File: src/rtl/cla_pipe_adder.sv
// Pipelined WIDTH-bit add/subtract: SEGS carry-lookahead segments, one per stage,
// with a registered carry between segments and a valid/ready handshake on both sides.

module cla_seg #(
    parameter int W     = 8,
    parameter int GROUP = 4
) (
    input  logic [W-1:0] i_a,
    input  logic [W-1:0] i_b,
    input  logic         i_c,
    output logic [W-1:0] o_s,
    output logic         o_c
);
    localparam int NG = W / GROUP;

    logic [W-1:0] w_p, w_g;

    assign w_p = i_a ^ i_b;
    assign w_g = i_a & i_b;

    // Group generate/propagate first, then group carries look ahead across groups;
    // bit carries inside a group expand from that group's carry-in.
    always_comb begin
        logic gc, gg, gp, bc;
        o_s = '0;
        gc  = i_c;
        gg  = 1'b0;
        gp  = 1'b0;
        bc  = 1'b0;
        for (int j = 0; j < NG; j++) begin
            gg = 1'b0;
            gp = 1'b1;
            for (int k = 0; k < GROUP; k++) begin
                gg = w_g[j*GROUP+k] | (w_p[j*GROUP+k] & gg);
                gp = gp & w_p[j*GROUP+k];
            end
            bc = gc;
            for (int k = 0; k < GROUP; k++) begin
                o_s[j*GROUP+k] = w_p[j*GROUP+k] ^ bc;
                bc = w_g[j*GROUP+k] | (w_p[j*GROUP+k] & bc);
            end
            gc = gg | (gp & gc);
        end
        o_c = gc;
    end
endmodule

module cla_pipe_adder #(
    parameter int WIDTH = 32,
    parameter int SEGS  = 4,
    parameter int GROUP = 4
) (
    input  logic             i_clk,
    input  logic             i_rst_n,
    input  logic             i_in_valid,
    output logic             o_in_ready,
    input  logic [WIDTH-1:0] i_a,
    input  logic [WIDTH-1:0] i_b,
    input  logic             i_cin,
    input  logic             i_sub,
    output logic             o_out_valid,
    input  logic             i_out_ready,
    output logic [WIDTH-1:0] o_sum,
    output logic             o_cout,
    output logic             o_ovf
);
    localparam int SW = WIDTH / SEGS;

    logic             w_adv, w_acc;
    logic [WIDTH-1:0] w_beff;
    logic [SEGS-1:0]  r_vld;

    assign w_adv      = !r_vld[SEGS-1] || i_out_ready;
    assign o_in_ready = i_rst_n && w_adv;
    assign w_acc      = i_in_valid && o_in_ready;
    assign w_beff     = i_b ^ {WIDTH{i_sub}};

    always_ff @(posedge i_clk) begin
        if (!i_rst_n)   r_vld <= '0;
        else if (w_adv) r_vld <= SEGS'({r_vld, w_acc});
    end

    for (genvar k = 0; k < SEGS; k++) begin : g_stg
        localparam int LO = k * SW;

        // r_s: finished sum bits below the next segment, raw a bits above.
        logic [WIDTH-1:0] w_word, w_nxt, r_s;
        logic [SW-1:0]    w_bseg, w_sseg;
        logic             w_cin, w_cout, r_c;

        if (k == 0) begin : g_src
            assign w_word = i_a;
            assign w_bseg = w_beff[SW-1:0];
            assign w_cin  = i_cin ^ i_sub;
        end else begin : g_src
            assign w_word = g_stg[k-1].r_s;
            assign w_bseg = g_stg[k-1].g_bh.r_bh[SW-1:0];
            assign w_cin  = g_stg[k-1].r_c;
        end

        cla_seg #(.W(SW), .GROUP(GROUP)) u_seg (
            .i_a (w_word[LO +: SW]),
            .i_b (w_bseg),
            .i_c (w_cin),
            .o_s (w_sseg),
            .o_c (w_cout)
        );

        always_comb begin
            w_nxt           = w_word;
            w_nxt[LO +: SW] = w_sseg;
        end

        always_ff @(posedge i_clk) begin
            if (!i_rst_n) begin
                r_s <= '0;
                r_c <= 1'b0;
            end else if (w_adv) begin
                r_s <= w_nxt;
                r_c <= w_cout;
            end
        end

        // Only the not-yet-consumed b_eff bits travel down the pipe.
        if (k < SEGS-1) begin : g_bh
            logic [WIDTH-LO-SW-1:0] r_bh, w_bhi;
            if (k == 0) begin : g_bsrc
                assign w_bhi = w_beff[WIDTH-1:SW];
            end else begin : g_bsrc
                assign w_bhi = g_stg[k-1].g_bh.r_bh[WIDTH-LO-1:SW];
            end
            always_ff @(posedge i_clk) begin
                if (!i_rst_n)   r_bh <= '0;
                else if (w_adv) r_bh <= w_bhi;
            end
        end

        // Carry into the MSB is recovered from the MSB sum bit: s = p ^ c.
        if (k == SEGS-1) begin : g_ovf
            logic w_cmsb, r_ovf;
            assign w_cmsb = w_sseg[SW-1] ^ w_word[WIDTH-1] ^ w_bseg[SW-1];
            always_ff @(posedge i_clk) begin
                if (!i_rst_n)   r_ovf <= 1'b0;
                else if (w_adv) r_ovf <= w_cmsb ^ w_cout;
            end
        end
    end

    assign o_out_valid = r_vld[SEGS-1];
    assign o_sum       = g_stg[SEGS-1].r_s;
    assign o_cout      = g_stg[SEGS-1].r_c;
    assign o_ovf       = g_stg[SEGS-1].g_ovf.r_ovf;
endmodule

File: config.mk
export PLATFORM = sky130hd
export DESIGN_NAME = cla_pipe_adder
export DESIGN_NICKNAME = d
export VERILOG_FILES = /design/src/rtl/cla_pipe_adder.sv
export SDC_FILE = /design/constraint.sdc
export NUM_CORES = 1
export LEC_CHECK = 0
export ABC_AREA = 0
export ABC_CLOCK_PERIOD_IN_PS = 5700
export CORE_UTILIZATION = 60
export DETAILED_ROUTE_END_ITERATION = 16
export PLACE_DENSITY = 0.87
export SLEW_MARGIN = 15
export SYNTH_ARGS = -nofsm -noshare
export SYNTH_HDL_FRONTEND = slang
export SYNTH_HIERARCHICAL = 1
export SYNTH_SLANG_ARGS = --single-unit
File: constraint.sdc
create_clock -name i_clk -period 5.7 [get_ports i_clk]
set_input_delay 1.71 -clock i_clk [delete_from_list [all_inputs] [get_ports i_clk]]
set_output_delay 1.71 -clock i_clk [all_outputs]
set_load 0.005 [all_outputs]
---- Word level (Yosys, flattened, before mapping) ----
Cells that the tools add are included.
Widths: inputs -> output; s select.
storage, ports and cells
  flip-flop bits (word level) ............. 185
  output and inout bits ................... 36
operators by class
  reductions and logical operators ........ 4
  bitwise operators ....................... 181
operators with widths
  cell               count
  $and 1x1->1        80
  $or 1x1->1         56
  $xor 1x1->1        36
  $and 8x8->8        4
  $xor 32x32->32     1
  $xor 8x8->8        4
  $logic_and 1x1->1  2
  $logic_not 1->1    1
  $logic_or 1x1->1   1

---- Longest topological paths before layout ----
  depth after elaboration ................. 18
  gate-level depth with buffers ........... 13

---- By module ----
The synthesis kept the hierarchy.
modules (own cells, without submodules)
  module                         times used  cells each  area an instance (um^2)  sequential area each (um^2)
  cla_pipe_adder                 1           817         7,109.3                  3,703.6
  cla_seg at g_stg[0].u_seg ...  2           33          332.8                    0.0
  cla_seg at g_stg[2].u_seg      1           31          327.8                    0.0
  cla_seg at g_stg[3].u_seg      1           31          320.3                    0.0

---- Worst setup path before layout ----
Ideal clock, no wire load.
  path kind ............................... in2reg
  start ................................... input port i_sub
  end ..................................... register g_stg[0].r_s[7]
  path slack .............................. 1,227 ps
  stages on the path ...................... 13
  setup time .............................. 70 ps
  arrival ................................. 4,403 ps
  cell sequence ........................... buf_2 -> buf_4 -> xor2_1 -> ha_1 -> a211o_1 -> a21oi_2 -> nor2_1 -> fa_1 -> fa_1 -> fa_1 -> xor2_1 -> nand2_1 -> a21boi_1
on the way
  elaborated cells between the ends (all ways) .. 22
  those cells by class .................... bitwise: 22
RTL lines
  element                                           line    source
  start, declared                                   60      input logic i_sub,
  $xor 32x32->32 (*)                                76      assign w_beff = i_b ^ {WIDTH{i_sub}};
  named net w_beff[3]                               70      logic [WIDTH-1:0] w_beff;
  $xor 8x8->8                                       18      assign w_p = i_a ^ i_b;
  $and 1x1->1, on equally long branches             34, 35
  $or 1x1->1 / $and 1x1->1 (equally long branches)  34, 42
  $or 1x1->1 (*)                                    42      gc = gg | (gp & gc);
  $and 1x1->1 (*)                                   40      bc = w_g[j*GROUP+k] | (w_p[j*GROUP+k] & bc);
  $or 1x1->1 (*)                                    40
  $and 1x1->1 (*)                                   40
  $or 1x1->1 (*)                                    40
  $and 1x1->1 (*)                                   40
  $or 1x1->1 (*)                                    40
  $xor 1x1->1 (*)                                   39      o_s[j*GROUP+k] = w_p[j*GROUP+k] ^ bc;
  named net g_stg[0].w_sseg[7]                      88      logic [SW-1:0] w_bseg, w_sseg;
  end signal, assigned                              119     r_s <= w_nxt;
  end, declared                                     87      logic [WIDTH-1:0] w_word, w_nxt, r_s;
Mark *: on every way through the listed nets, which the timed path passes. The rest lies on a longest branch.
A chain may end at the register's enable or synchronous reset.

---- Worst setup path after layout ----
  start ................................... input port i_out_ready
  end ..................................... output port o_in_ready
on the way
  cells in the longest elaborated chain, start to end .. 2
RTL lines
  element            line  source
  start, declared    62    input logic i_out_ready,
  $logic_or 1x1->1   73    assign w_adv = !r_vld[SEGS-1] || i_out_ready;
  $logic_and 1x1->1  74    assign o_in_ready = i_rst_n && w_adv;
  end, declared      56    output logic o_in_ready,
No other way between the ends.

==> summary.md <==
| Metric | Value |
|---|---|
| Crit path DAT | around 3.1 ns |
| CTS tree | done |
| Worst-skew pair later-pin latency | 0.43 ns |
| Comb pwr share | 12.0% |
| Chip height | about 120 um |
| IO buf count | approximately 110 |
| Largest vdd supply drop | around 250 uV |
| Routed WL | roughly 16 mm |
| Synth area leader | dfxtp_1 |
| DIE AREA | 14,520 sq um |
| Post-synth top area share | between 40% and 50% |
| Post-synthesis cell type count | 34 |
| Synth top area cells | dfxtp_1 44%, nand2_1 15%, a21boi_1 8.9% |
| Pin count of the biggest net entering global routing | between 100 and 150 |
| Core area | between 10,000 and 15,000 sq um |
| First DRT Iteration DRCs | 527 |
| Net Sw Frac | approximately 24% |
| Via count | between 6,000 and 7,000 |
| Worst min path class | flop to flop |
| Antenna Nets Post-Route | 0 |
| Number of max-cap violations | 0 |
| Share of layout cells above drive strength 1 | under 10% |
| Clk pwr share | between 30 and 40% |
| Die width | about 120 um |
| CTS H-tree lvls | 4 |
| Vias per inst | 5.233 |
| Setup crit end kind | primary output |
| Worst Max-Slew Pin Slew | between 1 and 1.5 ns |
| Reg2reg setup slack | between 2 and 2.5 ns |
| Fin. Hold Viols | 0 |
| Syn. warnings | 6 |
| Required time worst endpoint | between 3 and 4 ns |
| Internal power | between 2 and 2.5 mW |
| Fill cells | a little under 1,000 |
| Rel. slew slack | a little under a third |
| Gr usage total | 23.98% |
| Util after Layout | between 70% and 80% |
| Clock root buffer master | clkbuf_16 |
| Nets@finish | 1,137 |
| Area Overhead vs Synth | 18.84% |
| Net switching power | 0.7212 mW |
| Starting Density | a little over three fifths |
| Vias in the first global route | 5,779 |
| Crit share post-route | 84.00% |
| Max Clock Freq | around 210 MHz |
| First-pass GRT wire length | approximately 28 mm |
| Hpwl dp | 10.61 mm |
| CP startpoint kind | primary input |
| PwrDens | around 300 nW/um^2 |
| GRT overflow | 0 |
| Sequential-to-total area share from yosys stat | between 40 and 50% |
| Yosys reg bits | approximately 190 |
| 1st-pass router iterations | 7 |
| Unrepaired setup endpoints after global routing | false |
| FF-to-FF End | o_ovf$_SDFFE_PN0P_ |
| DR WL/cell | roughly 14 um |
| Synth Area per Inst | slightly below 9 sq um |
| Rows | 42 |
| Setup TNS Final | 0 ns |
| Leakage power | 4.244 nW |
| Worst setup path endpoint | o_in_ready |
| CTS Buffer Depth | 2 |
| Worst Skew | about 0.0097 ns |
| Worst setup path startpoint | i_out_ready |
| Remaining routing DRC violations | 0 |
| Seq pwr share | 48.6% |
| Num Clock Sinks | 185 |
| Status | finished clean |
| Gp weighted congestion | between 0.7 and 0.8 |
| Initial antenna violation count | 0 |
| Synth Cell Area | about 8400 sq um |
| Sequential standard cell area | roughly 3700 sq um |
| Area of the multi-input gates | 4323 sq um |
| # diodes | 0 |
| Finish-stage setup viols | 0 |
| Synthesized net count | between 1,000 and 1,500 |
| Post-CTS resize count | 0 |
| Num CTS Buffers | 17 |
| Hold buffer count at CTS | 0 |
| Clock transition at path regs | ~0.07 ns |
| Crit path max fanout | 2 |
| Crit path kind | primary input to primary output |
| R2R depth | 11 |
| Max Slew Vio Count | 0 |
| Crit path time final | ~4.8 ns |
| Synth Instances | around 950 |
| RR Startpoint | g_stg[2].r_s[25]$_SDFFE_PN0P_ |
| Post-CTS Repair Setup Buffers | 0 |
| Ports | between 100 and 150 |
## Yosys cell counts
cell,n
a21oi_1,6
a21o_2,2
a211oi_1,2
xnor2_1,25
clkbuf_1,19
and3_1,1
buf_4,14
and2_1,1
o21ai_0,3
o211a_1,24
nand2_1,345
buf_2,32
a31oi_1,1
dfxtp_1,185
a21boi_0,59
a21boi_1,100
a211o_1,3
xor2_1,19
inv_1,20
nor2b_1,1
nand4_1,2
o21ai_1,1
o21ai_2,1
a21o_1,1
o31ai_1,2
nand3_1,2
and4_1,2
nor2_1,5
nand2b_1,1
a21oi_2,4
o21a_1,5
ha_1,32
a221o_1,1
fa_1,24
## how the worst min path moves through the flow
stage / from / endpoint / slack [ns] / depth (start not counted)
final: g_stg[2].r_s[4]$_SDFFE_PN0P_ / g_stg[2].r_s[4]$_SDFFE_PN0P_ / 0.45 / 2
after global routing: g_stg[2].r_s[4]$_SDFFE_PN0P_ / g_stg[2].r_s[4]$_SDFFE_PN0P_ / 0.47 / 2
after CTS: g_stg[2].r_s[4]$_SDFFE_PN0P_ / g_stg[2].r_s[4]$_SDFFE_PN0P_ / 0.45 / 2
after detailed placement: g_stg[1].r_s[0]$_SDFFE_PN0P_ / g_stg[1].r_s[0]$_SDFFE_PN0P_ / 0.44 / 2
after global placement: g_stg[2].r_s[23]$_SDFFE_PN0P_ / g_stg[2].r_s[23]$_SDFFE_PN0P_ / 0.44 / 2
after floorplan: g_stg[0].r_s[0]$_SDFFE_PN0P_ / g_stg[0].r_s[0]$_SDFFE_PN0P_ / 0.43 / 2
## power groups by stage
stage | combinational, mW | sequential (mW) | clock [mW]
after floorplan | 0.226 | 1.45 | 0
after global placement | 0.338 | 1.46 | 0
after detailed placement | 0.348 | 1.46 | 0
after CTS | 0.355 | 1.44 | 1.18
after global routing | 0.399 | 1.45 | 1.24
final | 0.355 | 1.44 | 1.16
## final cells by class
class	instances	share of cell area, %
clock buffers	20	4.462
inverters	20	0.7500
clock inverters	12	1.413
flip-flops and latches	185	37.00
multi-input cells	675	43.19
repair buffers	112	10.99
well taps	176	2.200
## per-layer routing
layer	routed length [um]	up-vias	track usage [%]
met4	252	0	8.642
met3	742	21	4.858
li1	-	3217	-
met2	7298	162	35.06
met1	8051	2880	34.98
met5	0	-	0
## cells in the final DEF (no fill, tap or decap), types with 3 or more instances in the layout
| master | Yosys | layout |
|---|---|---|
| clkdlybuf4s50_1 | 0 | 103 |
| clkinv_4 | 0 | 4 |
| inv_6 | 0 | 3 |
| a21boi_1 | 100 | 100 |
| nand2_1 | 345 | 345 |
| o21a_1 | 5 | 5 |
| clkbuf_16 | 0 | 17 |
| xnor2_1 | 25 | 25 |
| o211a_1 | 24 | 24 |
| fa_1 | 24 | 24 |
| a21boi_0 | 59 | 59 |
| ha_1 | 32 | 32 |
| a211o_1 | 3 | 3 |
| buf_4 | 14 | 7 |
| inv_1 | 20 | 20 |
| a21oi_1 | 6 | 6 |
| a21oi_2 | 4 | 4 |
| o21ai_0 | 3 | 3 |
| nor2_1 | 5 | 5 |
| xor2_1 | 19 | 19 |
| dfxtp_1 | 185 | 185 |
## flip-flops by register name, summed over array words and instances, names as in the netlist
register	flops
g_stg.r_c	3
o_ovf	1
o_sum	32
g_stg.g_bh.r_bh	48
g_stg.r_s	96
o_cout	1
r_vld	4
## stage by stage
stage / power [mW] / cells / hold slack, ns / worst slack [ns] / cell area, sq um
4_1_cts: 2.972 / 1200 / 0.4514 / 0.9052 / 10010
3_5_place_dp: 1.812 / 1168 / 0.4426 / 0.9155 / 9418
6_report: 2.954 / 1200 / 0.4489 / 0.9121 / 10010
2_1_floorplan: 1.676 / 945 / 0.4310 / 1.227 / 8423
3_3_place_gp: 1.800 / 1168 / 0.4376 / 0.9152 / 9418
5_1_grt: 3.084 / 1200 / 0.4673 / 0.8920 / 10010
## critical path, cell delays in order
cell and delay (ns):
clkdlybuf4s50_1 0.53, nand2b_4 0.15, and2_1 0.17, clkdlybuf4s50_1 0.52
## logic make-up after synthesis
family	Yosys count	synth area share, %
AND/OR/NAND/NOR	360	16.37
AO/OA/AOI/OAI	215	19.74
flip-flops	185	43.97
buffers and inverters	85	4.887
adder cells (fa/ha/maj)	56	10.46
XOR/XNOR	44	4.575
(Power assumes the default switching activity.)
